[config.mk]
export PLATFORM = sky130hd
export DESIGN_NAME = cdb_arbiter
export DESIGN_NICKNAME = d
export VERILOG_FILES = /design/src/rtl/cdb_arbiter.sv
export SDC_FILE = /design/constraint.sdc
export NUM_CORES = 1
export LEC_CHECK = 0
export BUFFER_PORTS_ARGS = -buffer_cell sky130_fd_sc_hd__buf_2
export CELL_PAD_IN_SITES_DETAIL_PLACEMENT = 1
export CELL_PAD_IN_SITES_GLOBAL_PLACEMENT = 1
export CORE_MARGIN = 1
export CORE_UTILIZATION = 33
export DETAILED_ROUTE_END_ITERATION = 7
export PLACE_DENSITY = 0.91
export SETUP_SLACK_MARGIN = 0.4
export SKIP_LAST_GASP = 1
export SYNTH_ARGS = -nofsm -noshare
export SYNTH_HDL_FRONTEND = slang
export SYNTH_SLANG_ARGS = --single-unit
[constraint.sdc]
create_clock -name clk -period 6.69 [get_ports clk]
set_input_delay 0.669 -clock clk [delete_from_list [all_inputs] [get_ports clk]]
set_output_delay 0.669 -clock clk [all_outputs]
set_load 0.01 [all_outputs]
[src/rtl/cdb_arbiter.sv]
// cdb_arbiter: rotating-priority arbiter for the common data bus; grants one
// eligible station per cycle and drives the registered broadcast it snoops from.
module cdb_arbiter #(
    parameter int NSRC = 4,
    parameter int DW   = 32,
    parameter int LW   = 5
) (
    input  logic               clk,
    input  logic               nRST,
    input  logic [NSRC-1:0]    Breq,
    input  logic [NSRC*LW-1:0] ReqLabel,
    input  logic [NSRC*DW-1:0] ReqData,
    input  logic               Stall,
    output logic [NSRC-1:0]    BreqAC,
    output logic               BCEN,
    output logic [LW-1:0]      BClabel,
    output logic [DW-1:0]      BCdata,
    output logic [15:0]        BCcount
);
    localparam int PW = (NSRC > 1) ? $clog2(NSRC) : 1;

    logic [PW-1:0]   ptr, g, idx;
    logic [NSRC-1:0] elig;
    logic            found, grant;

    // Scan from lowest to highest priority so the last hit is the first in search order.
    always_comb begin
        elig  = '0;
        found = 1'b0;
        g     = ptr;
        idx   = ptr;
        for (int i = 0; i < NSRC; i++)
            elig[i] = Breq[i] && (ReqLabel[i*LW +: LW] != '0);
        for (int k = NSRC - 1; k >= 0; k--) begin
            idx = PW'((int'(ptr) + k) % NSRC);
            if (elig[idx]) begin
                found = 1'b1;
                g     = idx;
            end
        end
    end

    assign grant  = found && !Stall && nRST;
    assign BreqAC = grant ? ({{(NSRC-1){1'b0}}, 1'b1} << g) : '0;

    always_ff @(posedge clk or negedge nRST) begin
        if (!nRST) begin
            ptr     <= '0;
            BCEN    <= 1'b0;
            BClabel <= '0;
            BCdata  <= '0;
            BCcount <= '0;
        end else begin
            BCEN    <= grant;
            BClabel <= grant ? ReqLabel[int'(g)*LW +: LW] : '0;
            BCdata  <= grant ? ReqData[int'(g)*DW +: DW] : '0;
            if (grant) begin
                ptr     <= PW'((int'(g) + 1) % NSRC);
                BCcount <= BCcount + 16'd1;
            end
        end
    end
endmodule
==> flow_metrics.tcl <==
set metrics [dict create \
    status "finished, final reports clean" \
    period_share_pct 59.0 \
    synthTopCellsByCount "74 x mux2i_1, 56 x dfrtp_1, 38 x o22ai_1" \
    dieArea_sq_um 9880 \
    multiInputGateArea_sq_um 1610 \
    cts_setup_buffers 0 \
    clock_latency_ns 0.31 \
    ys_seq_area_share_pct 44.7 \
    powerDensity_nw_per_um2 257 \
    critical_path_class "input port to output port" \
    pin_count 213 \
    yosysUniqueCellTypes 34 \
    fin_crit_ns 3.95 \
    postSynthCellCount 267 \
    arrival_ns 3.28 \
    worstSetupStartpointType "input port" \
    slew_headroom_pct 22.1 \
    grt_overflow 0 \
    cpMaxStageDelayCell "o21ai_4" \
    numCtsBuffers 5 \
    cts.sinks 56 \
    initial_core_util_pct 34.1 \
    drc 0 \
    maxCapViolCount 0 \
    clkTransAtPathRegs_ns 0.11 \
    static-leakage-power_nw 2.49 \
    grt_use_total_pct 20.1 \
    synth_edf_count 0 \
    synth_seq_cells 56 \
    grt_pass1_wl_mm 15.5 \
    power.internal_w 0.000710 \
    finalHoldViolCount 0 \
    num_vias 2987 \
    drtPass1Iterations 4 \
    fmax_mhz 253 \
    place_congestion 0.792 \
    crit_path_max_incr_delay_ns 0.89 \
    p_sw_share_pct 36.3 \
    ant_nets 0 \
    syn_to_final_growth_pct 38.4 \
    hold_ws_ns 0.494 \
    p_sw_w 0.000405 \
    core_area_sq_um 9200 \
    synth_nets 427 \
    root_buffer "clkbuf_8" \
    hold_buffers 0 \
    p_clk_share_pct 17.7 \
    async_flop_share_pct 100 \
    ir_drop_uv 146 \
    crit_chain "buf_2 -> or4_4 -> o21ai_4 -> a21oi_1 -> o21ai_4 -> inv_1 -> ha_1 -> and2_1 -> buf_2" \
    cts_resized 0 \
    portBuffers 212 \
    synth_area_leaders "dfrtp_1 45%, mux2i_1 24%, o22ai_1 7.6%, xnor2_1 2.2%, buf_6 2.2%" \
    rsz0062_at_grt "false" \
    setup_viol 0 \
    cp_data_required_time_ns 6.02 \
    skew_ns 0.0158 \
    ys.flop_type "dfrtp_1" \
    h-tree-depth 2 \
    hold_class "flip-flop to flip-flop" \
    cp-end-kind "output port" \
    routed_wirelength_mm 10.0 \
    first_global_vias 3230 \
    chipWidth_um 99.4 \
    seq_power_share_pct 38.7 \
    yosysMostFrequentCell "mux2i_1" \
    tns_ns 0 \
    dp_hpwl_mm 7.96 \
    syn_area_sq_um 3130 \
    fill_cells 1091 \
    yosys.area.top_type "dfrtp_1" \
    worstPathMaxFanout 30 \
    synth_top_area_share_pct 44.7 \
    postSynthAreaPerCell_sq_um 11.7 \
    viasPerCell 5.11 \
    core.rowCount 35 \
    clockBufferDepth 2 \
    tightest_slew_ns 1.16 \
    cts_tree "built" \
    wl_per_cell_um 17.2 \
    regArea_sq_um 1400 \
    ys_warn_count 0 \
    fin_nets 632 \
    p_comb_share_pct 43.6 \
    grt_max_degree 58 \
    antenna_cells 0 \
    antenna_found_initial 0 \
    drt-initial-drc-count 76 \
    drive_above_1_share_pct 49.9 \
    die_h_um 99.4 \
    slew_violations 0 \
]
==> state kept, by name, indices dropped and copies added, names as in the netlist <==
signal and cells:
BClabel 5, BCdata 32, BCEN 1, BCcount 16, ptr 2
==> metrics by stage <==
step	cell area [sq um]	worst slack, ns	std cells	power, W	utilization [%]
floorplan	3130	3.60	267	0.000775	-
finish	4340	2.74	584	0.00112	47.1
CTS	4340	2.68	584	0.00113	47.1
detailed placement	4240	2.63	576	0.000931	46.1
global placement	4240	2.78	576	0.000905	46.1
global route	4340	2.57	584	0.00119	47.1
==> worst max-delay path: cells and delay by family <==
kind,cells,cell delay (ns)
AOI/OAI and AO/OA,3,1.29
adders and majority gates,1,0.23
buffers and inverters,3,0.40
and+or+nand+nor,2,0.67
==> cells in the final DEF (no fill, tap or decap), types with 2 or more instances in the layout <==
master and n:
dfrtp_1 56, xnor2_1 8, o21a_1 3, nor2_1 6
o22ai_1 38, nand2_1 11, nand4_1 3, mux2i_1 74
xor2_1 7, a21oi_1 3, nor3_1 2, or4_4 3
and2_1 4, ha_1 5, mux2_2 2, o21ai_1 3
clkbuf_8 6, inv_1 3, o21ai_4 3, and3_1 4
buf_2 212, buf_4 3
==> final timing paths <==
| check | start | endpoint | cells past startpoint | slack [ns] |
|---|---|---|---|---|
| max | ReqLabel[6] | BreqAC[0] | 9 | 2.74 |
| min | BCcount[15] | BCcount[15] | 1 | 0.49 |
| max reg2reg | ptr[1] | BCdata[8] | 6 | 3.68 |
| min reg2reg | BCcount[15] | BCcount[15] | 1 | 0.49 |
| max in group asynchronous | nRST | BCdata[25] | 2 | 5.68 |
| min in group asynchronous | nRST | BCcount[11] | 2 | 0.50 |
==> logic make-up (layout without fill, tap and decap cells) <==
family                     count (synthesis)  count (layout)  share of synthesized area, %
AOI/OAI and AO/OA                         56              56                          13.3
xor gates and xnor gates                  15              15                          4.20
adders and majority gates                  5               5                          2.00
buffers and inverters                     20             226                          4.19
DFF                                       56              56                          44.7
muxes                                     76              76                          24.4
and+or+nand+nor                           39              39                          7.23
==> power groups by stage <==
stage               Sequential (W)  Combinational, W  Clock (W)
finish                    0.000432          0.000486   0.000197
global route              0.000441          0.000528   0.000218
CTS                       0.000433          0.000493   0.000205
detailed placement        0.000439          0.000492          0
global placement          0.000436          0.000469          0
floorplan                 0.000463          0.000312          0
==> per-layer routing <==
layer | up-vias | part of all wire (%) | GRT usage (%)
li1 | 1396 | - | -
met1 | 1446 | 37 | 21.0
met2 | 131 | 56 | 40.0
met3 | 14 | 5.5 | 3.94
met4 | 0 | 1.7 | 6.00
met5 | - | 0 | 0
==> cell type report <==
cell class / count / area share (%)
clock buffer: 7 / 1.99
clock inverter: 1 / 0.173
inverter: 3 / 0.260
multi-input combinational: 191 / 37.1
sequential: 56 / 32.3
tap: 111 / 3.20
timing repair buffer: 215 / 25.0
No activity file was read; power rests on OpenSTA's default activity.
